$ cat src/rtl/fb_pkg.sv
// rtl/fb_pkg.sv - shared constants and state type for the filter-bank channel serializer
package fb_pkg;

    localparam int NCH       = 16;            // filter-bank channels
    localparam int IN_W      = 33;            // signed channel input width
    localparam int OUT_W_DEF = 16;            // default requantized width
    localparam int SHIFT_DEF = 17;            // default requantization shift
    localparam int CH_W      = $clog2(NCH);   // channel index width

    typedef enum logic {
        IDLE   = 1'b0,
        STREAM = 1'b1
    } state_t;

endpackage

$ cat src/rtl/fb_requant.sv
// rtl/fb_requant.sv - combinational round-half-up, arithmetic shift and saturate
// Ports:
//   x : signed IN_W-bit input sample
//   y : signed OUT_W-bit requantized sample
module fb_requant #(
    parameter int IN_W  = 33,
    parameter int OUT_W = 16,
    parameter int SHIFT = 17
) (
    input  logic signed [IN_W-1:0]  x,
    output logic signed [OUT_W-1:0] y
);

    localparam logic        [IN_W:0] HALF  = {{IN_W{1'b0}}, 1'b1} << (SHIFT - 1);
    localparam logic signed [IN_W:0] MAX_V = {{(IN_W + 2 - OUT_W){1'b0}}, {(OUT_W - 1){1'b1}}};
    localparam logic signed [IN_W:0] MIN_V = {{(IN_W + 2 - OUT_W){1'b1}}, {(OUT_W - 1){1'b0}}};

    logic signed [IN_W:0] t;
    logic signed [IN_W:0] s;

    // One guard bit keeps the rounding addition from wrapping at the positive limit.
    always_comb begin
        t = $signed({x[IN_W-1], x}) + $signed(HALF);
        s = t >>> SHIFT;
        if (s > MAX_V) begin
            y = MAX_V[OUT_W-1:0];
        end else if (s < MIN_V) begin
            y = MIN_V[OUT_W-1:0];
        end else begin
            y = s[OUT_W-1:0];
        end
    end

endmodule

$ cat src/rtl/fb_channel_serializer.sv
// rtl/fb_channel_serializer.sv - decimating snapshot of filter-bank channels streamed one per transfer
// Ports:
//   clock, reset           : clock, asynchronous active-high reset
//   clk_enable             : sample strobe shared with the filter bank
//   ch_in                  : NCH flattened signed channel samples, channel k at [k*IN_W +: IN_W]
//   out_data/out_chan      : requantized sample and its channel index
//   out_valid/out_ready    : stream handshake
//   out_last               : marks the word for channel NCH-1
//   overrun / overrun_clr  : sticky dropped-snapshot flag and its synchronous clear
module fb_channel_serializer
    import fb_pkg::*;
#(
    parameter int OUT_W = OUT_W_DEF,
    parameter int SHIFT = SHIFT_DEF,
    parameter int DECIM = 4
) (
    input  logic                   clock,
    input  logic                   reset,
    input  logic                   clk_enable,
    input  logic [NCH*IN_W-1:0]    ch_in,
    output logic [OUT_W-1:0]       out_data,
    output logic [CH_W-1:0]        out_chan,
    output logic                   out_valid,
    input  logic                   out_ready,
    output logic                   out_last,
    output logic                   overrun,
    input  logic                   overrun_clr
);

    localparam int              CNT_W    = (DECIM > 1) ? $clog2(DECIM) : 1;
    localparam logic [CNT_W-1:0] CNT_LAST = CNT_W'(DECIM - 1);
    localparam logic [CH_W-1:0]  IDX_LAST = CH_W'(NCH - 1);

    logic [CNT_W-1:0] dec_cnt;
    logic             capture;
    logic [OUT_W-1:0] rq   [NCH];
    logic [OUT_W-1:0] snap [NCH];

    state_t           state, next_state;
    logic [CH_W-1:0]  idx, next_idx;
    logic             load_snap;
    logic             drop;
    logic             final_hs;

    for (genvar k = 0; k < NCH; k++) begin : g_rq
        fb_requant #(
            .IN_W  (IN_W),
            .OUT_W (OUT_W),
            .SHIFT (SHIFT)
        ) u_rq (
            .x (ch_in[k*IN_W +: IN_W]),
            .y (rq[k])
        );
    end

    assign capture = clk_enable && (dec_cnt == CNT_LAST);

    always_ff @(posedge clock or posedge reset) begin
        if (reset) begin
            dec_cnt <= '0;
        end else if (clk_enable) begin
            dec_cnt <= (dec_cnt == CNT_LAST) ? '0 : dec_cnt + 1'b1;
        end
    end

    always_ff @(posedge clock or posedge reset) begin
        if (reset) begin
            state <= IDLE;
            idx   <= '0;
        end else begin
            state <= next_state;
            idx   <= next_idx;
        end
    end

    // A capture landing on the final handshake chains straight into the next
    // stream; any other capture while streaming is dropped.
    always_comb begin
        next_state = state;
        next_idx   = idx;
        load_snap  = 1'b0;
        drop       = 1'b0;
        final_hs   = (state == STREAM) && out_ready && (idx == IDX_LAST);
        unique case (state)
            IDLE: begin
                if (capture) begin
                    load_snap  = 1'b1;
                    next_idx   = '0;
                    next_state = STREAM;
                end
            end
            STREAM: begin
                if (out_ready) begin
                    if (idx == IDX_LAST) begin
                        next_idx   = '0;
                        next_state = IDLE;
                    end else begin
                        next_idx = idx + 1'b1;
                    end
                end
                if (capture) begin
                    if (final_hs) begin
                        load_snap  = 1'b1;
                        next_state = STREAM;
                    end else begin
                        drop = 1'b1;
                    end
                end
            end
            default: next_state = IDLE;
        endcase
    end

    always_ff @(posedge clock or posedge reset) begin
        if (reset) begin
            for (int k = 0; k < NCH; k++) begin
                snap[k] <= '0;
            end
        end else if (load_snap) begin
            for (int k = 0; k < NCH; k++) begin
                snap[k] <= rq[k];
            end
        end
    end

    always_ff @(posedge clock or posedge reset) begin
        if (reset) begin
            overrun <= 1'b0;
        end else if (drop) begin
            overrun <= 1'b1;
        end else if (overrun_clr) begin
            overrun <= 1'b0;
        end
    end

    assign out_valid = (state == STREAM);
    assign out_chan  = idx;
    assign out_data  = snap[idx];
    assign out_last  = out_valid && (idx == IDX_LAST);

endmodule

$ cat config.mk
export PLATFORM = sky130hd
export DESIGN_NAME = fb_channel_serializer
export DESIGN_NICKNAME = d
export VERILOG_FILES = /design/src/rtl/fb_pkg.sv /design/src/rtl/fb_requant.sv /design/src/rtl/fb_channel_serializer.sv
export SDC_FILE = /design/constraint.sdc
export NUM_CORES = 1
export LEC_CHECK = 0
export BUFFER_PORTS_ARGS = -buffer_cell sky130_fd_sc_hd__buf_2
export CORE_AREA = 4 4 274 142
export DETAILED_ROUTE_END_ITERATION = 12
export DIE_AREA = 0 0 278 146
export HOLD_SLACK_MARGIN = 0.1
export PLACE_DENSITY_LB_ADDON = 0.08
export SYNTH_ARGS = -nofsm -noshare
export SYNTH_HDL_FRONTEND = slang
export SYNTH_SLANG_ARGS = --single-unit
$ cat constraint.sdc
create_clock -name clock -period 8.2 [get_ports clock]
set_input_delay 0.41 -clock clock [delete_from_list [all_inputs] [get_ports clock]]
set_output_delay 0.41 -clock clock [all_outputs]
set_load 0.01 [all_outputs]
After elaboration in Yosys (flattened, before gate mapping)
Index checks and enable logic that the tools add are counted.
- add/sub/neg operators: 18
- multiply operators: 0
- div/mod/pow operators: 0
- magnitude comparators: 33
- equal/unequal tests: 4
- shifts and indexed selects: 0
- multiplexer cells: 54
- bitwise logic cells: 2
- reduce and logical (&&, ||, !) cells: 6
- operators with widths (cell ; number):
    adder 33 x 18 -> 34 bit (second input constant) ; 16
    2-to-1 mux 16 bit ; 34
    > comparator 17 x 16 -> 1 bit (second input constant) ; 16
    < comparator 17 x 16 -> 1 bit (second input constant) ; 16
    binary-select mux 16 bit (select 4 bit) ; 1
    2-to-1 mux 1 bit ; 12
    2-to-1 mux 4 bit ; 3
    one-hot mux 4 bit (2 select lines) ; 1
    >= comparator 5 bit (second input constant) ; 1
    NOT 4 -> 5 bit ; 1
    adder 4 x 1 -> 4 bit (second input constant) ; 1
    equality test 4 bit (second input constant) ; 1
    logical AND 1 bit ; 4
    != test 2 bit (second input constant) ; 2
    one-hot mux 1 bit (2 select lines) ; 2
    adder 2 x 1 -> 2 bit (second input constant) ; 1
    equality test 2 bit (second input constant) ; 1
    2-to-1 mux 2 bit ; 1
    AND reduction 2 bit ; 1
    nonzero test 2 bit ; 1
    NOT 1 bit ; 1
- flip-flop bits (word level): 264
- latch bits: 0
- RAM bits: 0
- bits in read-only memories: 0
- bits of input ports: 533
- output and inout port bits: 23
- word-level logic and storage cells: 137
- memories: 0

Depth between registers and ports, before layout
- depth in word-level cells: 6
- mapped depth: 8

Modules after synthesis
From an unflattened synthesis, not the netlist that was laid out.
- cell total of the unflattened synthesis: 2017
- area total of the unflattened synthesis: 20748.6 µm²
- by module, submodules not included (module ; instances ; cells each ; area an instance (µm²) ; seq. area each (µm²)):
    fb_channel_serializer ; 1 ; 785 ; 12360.6 ; 6606.3
    fb_requant ; 16 ; 77 ; 524.3 ; 0.0

Worst setup path before layout
No wires, ideal clock.
- kind: register to output
- start: reg idx[1] (netlist: out_chan[1])
- end: out out_data[10]
- arrival: 2.021 ns
- data required time: 7.790 ns
- slack: 5.769 ns
- stages on the path, launching flop included: 7
- path buffers: 3
- path through: dfrtp_1 > buf_2 > buf_1 > buf_1 > mux4_2 > a22oi_1 > nand2_1
- longest elaborated chain between the ends: 4
- RTL lines (item ; line ; text):
    from (decl) ; fb_channel_serializer.sv:40 ; logic [CH_W-1:0] idx, next_idx;
    from (signal assigned) ; fb_channel_serializer.sv:72 ; idx <= next_idx;
    NOT 4 -> 5 bit (not written as such) ; fb_channel_serializer.sv:138 ; assign out_data = snap[idx];
    binary-select mux 16 bit (select 4 bit) ; fb_channel_serializer.sv:138 ;
    2-to-1 mux 16 bit (not written as such) (2 in a row) ; fb_channel_serializer.sv:138 ;
    to (decl) ; fb_channel_serializer.sv:21 ; output logic [OUT_W-1:0] out_data,
Every way passes these cells. The select of a mux whose other input is x is not followed.

Worst setup path after layout
- start: reg idx[0] (netlist: out_chan[0])
- end: out out_data[7]
Same word-level chain as after synthesis.

==> metrics.yaml <==
run_status:
  outcome: "complete, no violations"
placement:
  dp.cells: 2605
  place_ws_ns: 4.58
  port_buffers: 299
  dp_hpwl_um: 46300
  routabilityCongestion: 0.973
power_and_ir_drop:
  vdd_ir_drop_max_mv: 0.160
  internal-power_mw: 3.85
  p_seq_frac: 0.396
  powerDensity_nw_per_um2: 329
  power_switching_mw: 2.63
  switching_share: 0.405
  clkPwrFrac: 0.201
  combPwrFrac: 0.403
  p_leak_nw: 8.39
clocking:
  cts_max_path_buffers: 3
  clock-root-buffer: "clkbuf_16"
  clk_latency_ns: 0.55
  post_cts_resized: 0
  cts_buffers: 25
  cts_tree: "yes"
  clock_sinks: 264
  cts.reportedPaths.clkPinSlew_ns: 0.07
  h-tree-depth: 1
worst_setup_path:
  crit_fanout: 53
  r2r-end: "snap[238]"
  reg2regPathDepth: 7
  criticalPathCategory: "flip-flop to output pin"
  crit_slowest_cell: "dfrtp_4"
  crit_required_ns: 7.79
  r2r-start: "out_chan[0]"
  cp.arrival_ns: 3.84
  end_kind: "output pin"
  startpoint_type: "flip-flop"
  max_stage_delay_ns: 1.03
  rrSetupSlack_ns: 4.52
  crit_chain: "buf_4, mux2i_1, a221oi_1, o21ai_0, nand2_1, buf_2"
route:
  wl_per_cell_um: 22.5
  drtIter0Drc: 1702
  totalWireLength_um: 59800
  vias: 16100
  via_per_inst: 6.03
  drtPass1Iterations: 5
  drc: 0
  detail-route-antenna-nets: 0
worst_hold_path:
  hold_path.class: "input port to flip-flop"
  holdCritStartpoint: "ch_in[65]"
  worstHoldPathCells: 3
  min_to: "snap[239]"
grt:
  top_usage_layer: "met1"
  antenna_found_initial: 11
  use_met2: 0.380
  grt_use_met3: 0.0489
  use_met1: 0.476
  grt_start_max_net_pins: 164
  grt_overflow_total: 0
  grt_pass1_vias: 14900
  grt_pass1_wl_um: 90200
  grt_usage: 0.285
synthesis:
  synth_area_sq_um: 16900
  async_flop_share: 1.00
  seq_area_frac_synth: 0.391
  synth-edff-count: 0
  ys_ff_latch: 264
  postSynthCellCount: 1891
  avgSynthCellArea_sq_um: 8.93
  yosys.area.top_type: "dfrtp_1"
  synth.top_cell.area_share: 0.391
  synth_cell_types: 63
  synth_nets: 2442
  synth_flop_cell: "dfrtp_1"
  synth_most_common_cell: "dfrtp_1"
  synth.area.top_cells: "dfrtp_1, xnor2_1, nand2_1"
  synthTopCellsByCount: "dfrtp_1, nand2_1, nor2_1"
  synth_warnings: 0
run:
  drv_cap: 0
floorplan:
  die_y_um: 146
  coreArea_sq_um: 36700
  initial_core_util: 0.460
  die_x_um: 278
  design.die.area_sq_um: 40600
  rows: 50
  ioPinCount: 556
cells_and_area:
  fin_util: 0.538
  area_growth_pct: 16.8
  drive_gt1_frac: 0.189
  fin_cells: 2660
  fin_nets: 2691
sta:
  finalSetupViolations: 0
  layout_setup_ws_ns: 3.95
  fin_crit_sh: 0.518
  fmax_mhz: 235
  finalClockSkew_ns: 0.0122
  final_hold_viol_count: 0
  finalCriticalPeriod_ns: 4.25
  whs_ns: 0.145
  fin_tns_setup_ns: 0
  tightestPinTransition_ns: 1.18
  drv_slew: 0
  slew_headroom: 0.210
  rsz0062_at_grt: "no"
==> layout by cell type (no fill, tap or decap), drive strengths merged, types with 7 or more instances in the layout <==
cell and n:
nand2b 10, a31oi 22, and3 17, xor2 93, inv 31, nand3 91
and2 10, nand4 60, a22oi 22, and4 20, a221o 16, o22a 35
diode 7, nand4b 7, o211ai 30, ha 18, o21ai 87, or3 7
nand2 247, nor3 38, mux2i 66, nor2 211, nor4 23, xnor2 111
clkbuf 32, buf 311, a21oi 106, or2 9, dfrtp 264, mux4 32
a221oi 32, a211oi 12, o21a 16
==> power by group through the flow <==
stage	registers [mW]	logic, mW	clock network, mW
finish	2.56	2.61	1.31
global route	2.63	2.81	1.37
CTS	2.54	2.57	1.32
detailed placement	2.56	2.55	0
global placement	2.54	2.51	0
floorplan	2.23	1.73	0
==> flip-flops by register name, summed over array words and instances, names as in the netlist <==
register   cells
dec_cnt        2
out_chan       4
out_valid      1
overrun        1
snap         256
==> stage by stage <==
stage	area, sq um	total power, mW
2_1_floorplan	16900	3.96
3_3_place_gp	18800	5.06
3_5_place_dp	18800	5.11
4_1_cts	19700	6.43
5_1_grt	19700	6.81
6_report	19700	6.48
==> routing by layer <==
metal	wire length (um)	up-vias
met1	29700	7862
met5	17	-
li1	-	7417
met4	1130	4
met3	5470	67
met2	23500	703
==> how the worst max path moves through the flow <==
stage,startpoint,end
finish,out_chan[0],out_data[7]
global route,out_chan[0],out_data[9]
CTS,out_chan[0],out_data[5]
detailed placement,out_chan[0],snap[236]
global placement,out_chan[0],out_data[5]
floorplan,reset,dec_cnt[0]
==> repair_timing <==
item	CTS	global route
hold buffers	2	0
setup buffers	0	0
endpoints found under the hold margin	102	0
==> area by class of cell <==
| type | count | area, sq um |
|---|---|---|
| inverters | 30 | 120 |
| well taps | 494 | 618 |
| clock inverters | 14 | 211 |
| multi-input cells | 1506 | 9810 |
| diodes | 7 | 17.5 |
| flip-flops and latches | 264 | 6610 |
| clock buffers | 32 | 692 |
| repair buffers | 313 | 1630 |
| fillers | 3526 | 16900 |
==> cells by family after synthesis <==
group	count (synthesis)	share of synthesized area
simple gates	766	0.212
compound gates	417	0.165
flops	264	0.391
xor+xnor	204	0.106
buf+inv	121	0.0283
mux	101	0.0838
fa+ha+maj	18	0.0133
==> critical path, delay by kind of cell (launching register included) <==
family	cells	cell delay (ns)
flops	1	1.03
buf+inv	2	1.00
compound gates	2	0.72
mux	1	0.34
simple gates	1	0.10
(Power assumes the default switching activity.)
